--- src/rtl/clk_div_pkg.sv ---
// Shared constants and helpers for the programmable clock divider.
// Parents use half_for() to turn a target output frequency into a terminal count.
package clk_div_pkg;

  localparam int unsigned CLK_HZ = 50_000_000;

  // Half-period terminal count for a square wave at freq Hz from CLK_HZ.
  function automatic int unsigned half_for(input int unsigned freq);
    return CLK_HZ / (2 * freq) - 1;
  endfunction

  localparam int unsigned DEF_HALF_1HZ  = half_for(1);
  localparam int unsigned DEF_HALF_1KHZ = half_for(1000);

  // Where the next cur_half comes from.
  typedef enum logic [1:0] {
    HALF_KEEP,
    HALF_INPUT,
    HALF_SHADOW
  } half_src_e;

endpackage

--- src/rtl/clk_divider_prog.sv ---
// Programmable divider: 50% duty clk_out plus a one-cycle tick on each rising
// edge of clk_out. New half-periods only take effect at period boundaries.
module clk_divider_prog
  import clk_div_pkg::*;
#(
  parameter int unsigned CNT_W    = 28,
  parameter int unsigned DEF_HALF = DEF_HALF_1HZ
) (
  input  logic             clk,
  input  logic             rst,
  input  logic             en,
  input  logic             sclr,
  input  logic [CNT_W-1:0] half_in,
  input  logic             load,
  output logic             clk_out,
  output logic             tick,
  output logic             pending,
  output logic [CNT_W-1:0] cur_half
);

  localparam logic [CNT_W-1:0] DEF_HALF_W = CNT_W'(DEF_HALF);

  logic [CNT_W-1:0] cnt;
  logic [CNT_W-1:0] shadow;
  logic             wrap;
  logic             idle_aligned;
  logic             pending_nxt;
  logic             shadow_we;
  half_src_e        half_src;

  assign wrap         = en && !sclr && (cnt == cur_half);
  // With the counter parked at a phase origin a load can be applied at once.
  assign idle_aligned = !en && (cnt == '0) && !clk_out;

  always_comb begin
    // NOTE: every output of this block gets a default first, so no path leaves
    // a value unassigned and no latch is inferred.
    half_src    = HALF_KEEP;
    pending_nxt = pending;
    shadow_we   = 1'b0;
    if (sclr) begin
      pending_nxt = 1'b0;
      if (load)         half_src = HALF_INPUT;
      else if (pending) half_src = HALF_SHADOW;
    end else if (load) begin
      if (wrap || idle_aligned) begin
        half_src    = HALF_INPUT;
        pending_nxt = 1'b0;
      end else begin
        shadow_we   = 1'b1;
        pending_nxt = 1'b1;
      end
    end else if (wrap && pending) begin
      half_src    = HALF_SHADOW;
      pending_nxt = 1'b0;
    end
  end

  // NOTE: sequential state uses non-blocking assignments so every register
  // samples the pre-edge values, independent of statement order.
  always_ff @(posedge clk or posedge rst) begin
    if (rst) begin
      cnt      <= '0;
      clk_out  <= 1'b0;
      tick     <= 1'b0;
      pending  <= 1'b0;
      // NOTE: the shadow register is reset too; it is only read when pending
      // is set, but a defined value keeps simulation free of X.
      shadow   <= '0;
      cur_half <= DEF_HALF_W;
    end else begin
      if (sclr) begin
        cnt     <= '0;
        clk_out <= 1'b0;
        tick    <= 1'b0;
      end else if (en) begin
        if (wrap) begin
          cnt     <= '0;
          clk_out <= ~clk_out;
          tick    <= ~clk_out;
        end else begin
          cnt  <= cnt + CNT_W'(1);
          tick <= 1'b0;
        end
      end else begin
        tick <= 1'b0;
      end

      pending <= pending_nxt;
      if (shadow_we) shadow <= half_in;

      case (half_src)
        HALF_INPUT:  cur_half <= half_in;
        HALF_SHADOW: cur_half <= shadow;
        default:     cur_half <= cur_half;
      endcase
    end
  end

endmodule

--- config.mk ---
export PLATFORM = sky130hd
export DESIGN_NAME = clk_divider_prog
export DESIGN_NICKNAME = d
export VERILOG_FILES = /design/src/rtl/clk_div_pkg.sv /design/src/rtl/clk_divider_prog.sv
export SDC_FILE = /design/constraint.sdc
export NUM_CORES = 1
export LEC_CHECK = 0
export CORE_UTILIZATION = 55
export DETAILED_ROUTE_END_ITERATION = 8
export PLACE_DENSITY = 0.8
export SLEW_MARGIN = 20
export SYNTH_ARGS = -nofsm -noshare
export SYNTH_HDL_FRONTEND = slang
export SYNTH_SLANG_ARGS = --single-unit
export TNS_END_PERCENT = 50
--- constraint.sdc ---
create_clock -name clk -period 3.2 [get_ports clk]
set_input_delay 0.64 -clock clk [delete_from_list [all_inputs] [get_ports clk]]
set_output_delay 0.64 -clock clk [all_outputs]
set_load 0.03 [all_outputs]
==> results of run 1 <==
==> per-layer routing <==
layer	GRT usage	share of wire	wire length [um]
met5	0	0	0
met4	0.0768	0.012	115
met3	0.0476	0.045	446
met2	0.399	0.48	4750
met1	0.348	0.46	4510
==> state kept, by name (all words and copies together) (netlist names) <==
signal,count
cnt,28
cur_half,28
shadow,28
clk_out,1
pending,1
tick,1
==> final cells by class <==
| type | count | area [sq um] |
|---|---|---|
| well taps | 102 | 128 |
| clock inverters | 5 | 56.3 |
| multi-input cells | 285 | 2100 |
| fillers | 579 | 2390 |
| clock buffers | 11 | 141 |
| inverters | 11 | 42.5 |
| repair buffers | 73 | 743 |
| flip-flops and latches | 87 | 2200 |
==> placed cells by master (no fill, tap or decap), types with 5 or more instances in the layout <==
| cell type | instances |
|---|---|
| a21oi_1 | 10 |
| buf_4 | 7 |
| clkbuf_8 | 10 |
| clkdlybuf4s50_1 | 63 |
| dfrtp_1 | 70 |
| dfstp_2 | 17 |
| inv_1 | 10 |
| mux2_2 | 8 |
| mux2_4 | 20 |
| mux2i_1 | 28 |
| nand2_1 | 38 |
| nand2b_1 | 5 |
| nand3_1 | 12 |
| nand4_1 | 13 |
| nor2_1 | 30 |
| nor3_1 | 6 |
| nor4_1 | 5 |
| o21ai_0 | 35 |
| or3_1 | 6 |
| xnor2_1 | 40 |
| xor2_1 | 6 |
==> stage by stage <==
step	total power [W]	setup slack (ns)	instance area (sq um)	cells
floorplan	0.00185	0.338	4500	405
finish	0.00290	0.656	5410	574
detailed placement	0.00214	0.445	5220	558
global placement	0.00212	0.561	5220	558
global route	0.00302	0.447	5410	574
CTS	0.00292	0.671	5410	574
==> power groups by stage <==
stage	clock network (W)	logic, W	registers (W)
global placement	0	0.000690	0.00143
finish	0.000780	0.000706	0.00141
detailed placement	0	0.000707	0.00143
CTS	0.000792	0.000712	0.00141
floorplan	0	0.000314	0.00153
global route	0.000836	0.000752	0.00143
==> worst max path at each step <==
stage                      from            to  cells after the start
floorplan                   rst       clk_out                      1
global placement             en       cnt[27]                      8
detailed placement           en   cur_half[6]                      9
CTS                 cur_half[5]   cur_half[6]                      9
global route        cur_half[5]   cur_half[6]                      9
finish              cur_half[5]  cur_half[15]                      9
==> cell families after synthesis <==
| kind of cell | Yosys count | synth area share |
|---|---|---|
| and+or+nand+nor | 127 | 0.147 |
| DFF | 87 | 0.489 |
| muxes | 56 | 0.149 |
| AOI/OAI and AO/OA | 52 | 0.0698 |
| xor gates and xnor gates | 47 | 0.0932 |
| buffers and inverters | 33 | 0.0434 |
| adders and majority gates | 3 | 0.00835 |
==> worst reg2reg max path, cell delays in order, from the launching register on <==
cell and delay (ns):
dfstp_2 0.58, xnor2_1 0.14, nand4_1 0.17, nor4_2 0.41
nand2_1 0.12, a21oi_1 0.20, ha_1 0.23, buf_12 0.24
mux2i_1 0.25, o21ai_0 0.09
==> flow_summary.yaml, run 1 <==
run_status:
  outcome: "completed"
min_path:
  hold_path_depth: 1
  hp-start: "shadow[23]"
  worstHoldPathType: "reg -> reg"
  holdPathEnd: "shadow[23]"
worst_setup_path:
  regToRegEndpoint: "cur_half[15]"
  critPathBufInv: 1
  crit_fanout: 28
  crit_type: "reg -> reg"
  start_kind: "flop"
  cp_slowest_cell: "dfstp_2"
  r2r_slack_ns: 0.66
  required_ns: 3.44
  cp-end-kind: "flop"
  cp_top_family: "simple AND/OR/NAND/NOR gates"
  max_stage_delay_ns: 0.58
  path_cells: "xnor2_1 > nand4_1 > nor4_2 > nand2_1 > a21oi_1 > ha_1 > buf_12 > mux2i_1 > o21ai_0"
  reg2reg_from: "cur_half[5]"
  cp.arrival_ns: 2.78
  worstRegToRegCells: 9
cts:
  hold_buffers: 0
  clock_sinks: 87
  clockBufferDepth: 2
  clk-insertion-delay-late_ns: 0.36
  cts_tree: "built"
  cts_setup_buffers: 0
  htreeDepth: 3
  clock-root-buffer: "clkbuf_8"
  cts_made_buffers: 9
  clk_pin_slew_ns: 0.08
  ctsResizeCount: 0
detailed_routing:
  ant_nets: 0
  drc: 0
  wirelength_um: 9820
  vias: 3249
  firstDrtPassIters: 4
  drt-wirelength-per-cell_um: 17.1
  drt_iter0_drc: 237
  vias_per_cell: 5.66
floorplanning:
  core_sq_um: 7810
  die-area_sq_um: 8540
  start_util: 0.576
  die_w_um: 92.4
  io_pins: 64
  row_count: 32
  die_h_um: 92.4
synth:
  yosysMostFrequentCell: "dfrtp_1"
  synth_flop_cell: "dfrtp_1"
  netlist_area_sq_um: 4500
  ys_seq_area_frac: 0.489
  synth_edf_count: 0
  synthTopCellsByCount: "dfrtp_1, xnor2_1, nand2_1, o21ai_0, nor2_1"
  synth_top_area_cell: "dfrtp_1"
  synth_cell_types: 42
  syn_inst: 405
  yosysTopAreaCellShare: 0.390
  syn_nets: 441
  yosys_warnings: 0
  syn_avg_cell_area_sq_um: 11.1
  synth_area_leaders: "dfrtp_1, dfstp_2, xnor2_1"
  ys_ff_latch: 87
  async_flop_share: 1.00
sta:
  max_slew.worst_pin.slew_ns: 0.631
  hold_violations: 0
  slew_headroom: 0.579
  drv_slew: 0
  fin_crit_sh: 0.795
  fin_skew_ns: 0.0104
  max_freq_ghz: 0.393
  setup-tns-final_ns: 0
  final-setup-viol-count: 0
  rsz0062_at_grt: "false"
  hold_ws_ns: 0.511
  min_period_ns: 2.54
finish:
  drive_above_1_share: 0.174
  synthToLayoutAreaGrowth_pct: 20.4
  fin_nets: 503
  final_util: 0.693
  diodes: 0
global_route:
  grt_start_max_net_pins: 45
  track_usage: 0.251
  grt_pass1_wl_um: 16400
  antenna_found_initial: 0
  grt_pass1_vias: 3199
  grt_overflow_total: 0
power_and_ir_drop:
  swShare: 0.305
  power_per_cell_area_nw_per_um2: 536
  p_switching_w: 0.000885
  ir_worst_vdd_uv: 330
  leakage_nw: 2.11
  p_int_w: 0.00202
  pwr-share-comb: 0.243
  power_frac_clock: 0.269
  seqPwrFrac: 0.488
placement:
  gp_congestion: 0.919
  port_buffers: 63
  post-dp-hpwl_um: 7000
run:
  maxCapViolations: 0
No activity file was read; power rests on OpenSTA's default activity.
==> run 2: changes to the inputs <==
--- a/config.mk
+++ b/config.mk
@@ -5,9 +5,9 @@
 export SDC_FILE = /design/constraint.sdc
 export NUM_CORES = 1
 export LEC_CHECK = 0
-export CORE_UTILIZATION = 55
+export CORE_UTILIZATION = 49
 export DETAILED_ROUTE_END_ITERATION = 8
-export PLACE_DENSITY = 0.8
+export PLACE_DENSITY = 0.76
 export SLEW_MARGIN = 20
 export SYNTH_ARGS = -nofsm -noshare
 export SYNTH_HDL_FRONTEND = slang
==> constraint.sdc (replaced) <==
create_clock -name clk -period 2.3 [get_ports clk]
set_input_delay 0.46 -clock clk [delete_from_list [all_inputs] [get_ports clk]]
set_output_delay 0.46 -clock clk [all_outputs]
set_load 0.03 [all_outputs]
==> run 2 against run 1 <==
  * The flow now finishes with violations (DRC, setup timing)
  * First-iteration DRC count up 32%
  * Hold slack worse by 0.064 ns
  * Largest cell class unchanged
  * Routed wire length up 9.5%
  * Largest power group unchanged
  * Clock skew up 0.0023 ns
  * Total power up 42%
  * Final cell count up 11%
==> flow_summary.yaml, run 2 (synthesis results as in run 1) <==
run_status:
  outcome: "finished with violations"
  violations: "DRC, setup timing"
floorplanning:
  die_w_um: 97.8
  start_util: 0.511
  die-area_sq_um: 9560
  row_count: 34
  die_h_um: 97.8
  core_sq_um: 8810
  io_pins: 64
global_route:
  antenna_found_initial: 0
  track_usage: 0.232
  busiest_layer: "met2"
  grtUsageMet3: 0.0401
  grt_pass1_vias: 3412
  grt_start_max_net_pins: 37
  grt_pass1_wl_um: 17300
  grt_use_met1: 0.320
  grt_use_met2: 0.382
  grt_overflow_total: 0
sta:
  setup_ws_ns: -0.0578
  min_period_ns: 2.36
  setup-tns-final_ns: -0.532
  max_freq_ghz: 0.424
  rsz0062_at_grt: "true"
  fin_skew_ns: 0.0127
  hold_violations: 0
  max_slew.worst_pin.slew_ns: 0.657
  final-setup-viol-count: 18
  slew_headroom: 0.562
  fin_crit_sh: 1.03
  drv_slew: 0
finish:
  synthToLayoutAreaGrowth_pct: 32.9
  top_regs: "cnt x28, cur_half x28, shadow x28"
  fin_nets: 562
  final_cell_mix: "dfrtp_1, clkdlybuf4s50_1, buf_4"
  layout_commonest_cell: "dfrtp_1"
  diodes: 0
  drive_above_1_share: 0.282
worst_setup_path:
  regToRegEndpoint: "cur_half[10]"
  required_ns: 2.55
  cp.arrival_ns: 2.61
  cp-end-kind: "flop"
  path_cells: "xnor2_1 > nand4_1 > nor4_4 > nand2_2 > a21oi_4 > ha_4 > buf_12 > mux2i_1 > o21ai_1"
  cp_slowest_cell: "dfstp_2"
  crit_end: "cur_half[10]"
  start_kind: "flop"
  worstRegToRegCells: 9
  crit_fanout: 8
  reg2reg_from: "cur_half[5]"
  crit_type: "reg -> reg"
  r2r_slack_ns: -0.06
  max_stage_delay_ns: 0.57
  critPathLaunch: "cur_half[5]"
power_and_ir_drop:
  power_per_cell_area_nw_per_um2: 689
  leakage_nw: 2.45
  p_total_w: 0.00412
  ir_worst_vdd_uv: 477
detailed_routing:
  vias: 3458
  drt-wirelength-per-cell_um: 16.8
  drc: 8
  wirelength_um: 10800
  firstDrtPassIters: 8
  vias_per_cell: 5.41
  drt_iter0_drc: 312
  ant_nets: 0
cts:
  clockBufferDepth: 2
  clock-root-buffer: "clkbuf_8"
  htreeDepth: 3
  clk-insertion-delay-late_ns: 0.36
  clock_sinks: 87
  clk_pin_slew_ns: 0.10
  cts_tree: "built"
  hold_buffers: 0
  cts_made_buffers: 9
placement:
  port_buffers: 63
  gp_congestion: 0.927
  post-dp-hpwl_um: 7660
run:
  maxCapViolations: 0
min_path:
  worstHoldPathType: "in -> async"
==> run 2: cell count changes in the layout (fill, tap and decap cells not counted), moves of 2 or more <==
cell     change
buf_4       +54
o21ai_0     -29
o21ai_1     +29
xnor2_1      -3
xnor2_2      +3
buf_12       +2
inv_6        +2
==> run 2: cell type report <==
cell class / instances / area, sq um
clock buffer: 9 / 124
inverter: 11 / 45.0
multi-input combinational: 285 / 2160
fill: 655 / 2830
tap: 108 / 135
clock inverter: 7 / 55.1
sequential: 87 / 2200
timing repair buffer: 132 / 1250
==> run 2: metrics by stage <==
stage	cell area [sq um]	hold WS [ns]	setup WS (ns)	utilization	instances
after floorplan	4590	0.480	-0.135	-	405
after global placement	5670	0.486	-0.208	0.644	620
after detailed placement	5670	0.488	-0.241	0.644	620
after CTS	5940	0.452	-0.0368	0.674	638
after global routing	5980	0.455	-0.191	0.679	639
final	5980	0.447	-0.0578	0.679	639
==> run 2: worst min-delay path by stage <==
stage / endpoint / slack [ns] / start
final: shadow[4] / 0.45 / rst
after floorplan: shadow[20] / 0.48 / shadow[20]
after detailed placement: cur_half[1] / 0.49 / cur_half[1]
after global routing: shadow[4] / 0.45 / rst
after global placement: cur_half[2] / 0.49 / cur_half[2]
after CTS: cur_half[25] / 0.45 / rst
==> run 2: critical path: cells and delay by family, from the launching register on <==
kind	cells	cell delay, ns
and+or+nand+nor	3	0.62
DFF	1	0.57
AOI/OAI and AO/OA	2	0.26
adders and majority gates	1	0.24
muxes	1	0.20
xor gates and xnor gates	1	0.17
buffers and inverters	1	0.17
==> run 2: routing by layer <==
| layer | part of all wire | wire length (um) |
|---|---|---|
| met4 | 0.021 | 231 |
| met3 | 0.039 | 421 |
| met1 | 0.45 | 4870 |
| met2 | 0.49 | 5240 |
| met5 | 0 | 0 |
==> run 2: what timing repair did <==
action,CTS,global route
setup buffers,1,0
resized for setup,18,12
cloned,1,1
setup endpoints to repair,28,56
hold endpoints to repair,0,0
pin swaps,9,2
==> run 2: power breakdown <==
part	switching, W	internal (W)
Sequential	0.000168	0.00178
Clock	0.000602	0.000408
Combinational	0.000555	0.000608
Total	0.00133	0.00279
==> run 3: changes to the inputs <==
--- a/config.mk
+++ b/config.mk
@@ -5,9 +5,9 @@
 export SDC_FILE = /design/constraint.sdc
 export NUM_CORES = 1
 export LEC_CHECK = 0
-export CORE_UTILIZATION = 49
+export CORE_UTILIZATION = 55
 export DETAILED_ROUTE_END_ITERATION = 8
-export PLACE_DENSITY = 0.76
+export PLACE_DENSITY = 0.8
 export SLEW_MARGIN = 20
 export SYNTH_ARGS = -nofsm -noshare
 export SYNTH_HDL_FRONTEND = slang
==> constraint.sdc (replaced) <==
create_clock -name clk -period 2.5 [get_ports clk]
set_input_delay 0.5 -clock clk [delete_from_list [all_inputs] [get_ports clk]]
set_output_delay 0.5 -clock clk [all_outputs]
set_load 0.03 [all_outputs]
==> run 3 against run 2 <==
  * Non-clock buffer count decreased by 42
  * Combinational power decreased by 20%
  * Final area decreased by 5.9%
  * Highest routed layer unchanged
  * Clock power decreased by 4%
  * The run now ends clean
==> flow_summary.yaml, run 3 (synthesis results as in run 1) <==
run_status:
  outcome: "completed"
power_and_ir_drop:
  ir_worst_vdd_uv: 495
  power_per_cell_area_nw_per_um2: 659
  leakage_nw: 2.23
cts:
  clock_sinks: 87
  clk-insertion-delay-late_ns: 0.36
  clk_pin_slew_ns: 0.09
  clockBufferDepth: 2
  htreeDepth: 3
  hold_buffers: 0
  cts_tree: "built"
  cts_made_buffers: 9
  cts_setup_buffers: 0
  clock-root-buffer: "clkbuf_8"
worst_setup_path:
  path_cells: "xnor2_1 > nand4_1 > nor4_4 > nand2_1 > a21oi_2 > ha_4 > buf_12 > mux2i_1 > o21ai_0"
  critPathBufInv: 1
  required_ns: 2.74
  crit_fanout: 15
  cp-end-kind: "flop"
  max_stage_delay_ns: 0.57
  cp.arrival_ns: 2.63
  cp_top_family: "simple AND/OR/NAND/NOR gates"
  cp_slowest_cell: "dfstp_2"
  crit_type: "reg -> reg"
  start_kind: "flop"
finish:
  top_regs: "cnt x28, cur_half x28, shadow x28"
  final_cells: 591
  multiInputGateArea_sq_um: 2150
  final_cell_mix: "dfrtp_1, clkdlybuf4s50_1, xnor2_1"
  synthToLayoutAreaGrowth_pct: 25.0
  layout_commonest_cell: "dfrtp_1"
  diodes: 0
  seqCellArea_sq_um: 2200
  drive_above_1_share: 0.213
  nFillCells: 540
  fin_nets: 520
floorplanning:
  die-area_sq_um: 8540
  die_w_um: 92.4
  die_h_um: 92.4
  io_pins: 64
  start_util: 0.576
  row_count: 32
  core_sq_um: 7810
placement:
  post-dp-hpwl_um: 6990
  placed_cells: 575
  gp_congestion: 0.866
  port_buffers: 63
sta:
  min_period_ns: 2.38
  hold_ws_ns: 0.509
  drv_slew: 0
  final-setup-viol-count: 0
  hold_violations: 0
  fin_skew_ns: 0.0108
  max_freq_ghz: 0.419
  fin_crit_sh: 0.954
  max_slew.worst_pin.slew_ns: 0.620
  setup-tns-final_ns: 0
  slew_headroom: 0.587
global_route:
  track_usage: 0.247
  grt_overflow_total: 0
  grt_pass1_vias: 3300
  grt_pass1_wl_um: 16300
  grt_start_max_net_pins: 88
  antenna_found_initial: 0
detailed_routing:
  drc: 0
  ant_nets: 0
  firstDrtPassIters: 4
  drt_iter0_drc: 194
  drt-wirelength-per-cell_um: 16.4
  vias: 3253
  wirelength_um: 9670
  vias_per_cell: 5.50
run:
  maxCapViolations: 0
min_path:
  worstHoldPathType: "reg -> reg"
[run 3: cell count changes in the layout (fill, tap and decap cells not counted), moves of 2 or more]
cell      change
xnor2_2       -2
buf_4        -39
clkinv_2      -2
o21ai_1      -26
o21ai_0      +26
xnor2_1       +2
inv_6         -3
clkbuf_8      +3
clkinv_4      +3
[run 3: what timing repair did]
action	CTS	global route
pin swaps	0	4
resized for setup	1	9
hold endpoints to repair	0	0
endpoints found under the setup margin	11	28
[run 3: final timing paths]
check	endpoint	start	depth (start not counted)	slack [ns]
min in group asynchronous	shadow[4]	rst	3	0.62
max in group asynchronous	cur_half[24]	rst	3	1.50
worst min-delay path	cur_half[21]	cur_half[21]	2	0.51
worst max-delay path	cur_half[10]	cur_half[13]	9	0.12
worst min register to register	cur_half[21]	cur_half[21]	2	0.51
worst max register to register	cur_half[10]	cur_half[13]	9	0.12
[run 3: worst min-delay path: cells and delay by family (launching register included)]
kind | cells | cell delay, ns
compound gates | 1 | 0.06
flops | 1 | 0.39
simple gates | 1 | 0.06
[run 3: metrics by stage]
stage	cell area (sq um)	power [W]	utilization	setup slack, ns
detailed placement	5370	0.00275	0.688	-0.143
global route	5620	0.00388	0.720	-0.0151
finish	5620	0.00370	0.720	0.116
global placement	5370	0.00272	0.688	-0.0304
CTS	5580	0.00372	0.714	0.0229
floorplan	4520	0.00237	-	-0.0318
[run 3: layout make-up]
type,instances,area share
clock buffer,12,0.0294
clock inverter,4,0.00668
inverter,11,0.00801
multi-input combinational,285,0.383
sequential,87,0.391
tap,102,0.0227
timing repair buffer,90,0.159
[run 3: per-layer routing]
layer	part of all wire	track usage	wire length, um
met4	0.021	0.0677	201
met1	0.45	0.336	4390
met2	0.48	0.397	4670
met5	0	0	0
met3	0.043	0.0567	417
[run 3: where the power goes]
| part | switching [W] | total, W | internal (W) |
|---|---|---|---|
| clock network | 0.000510 | 0.000965 | 0.000455 |
| registers | 0.000170 | 0.00181 | 0.00164 |
| logic | 0.000460 | 0.000930 | 0.000470 |
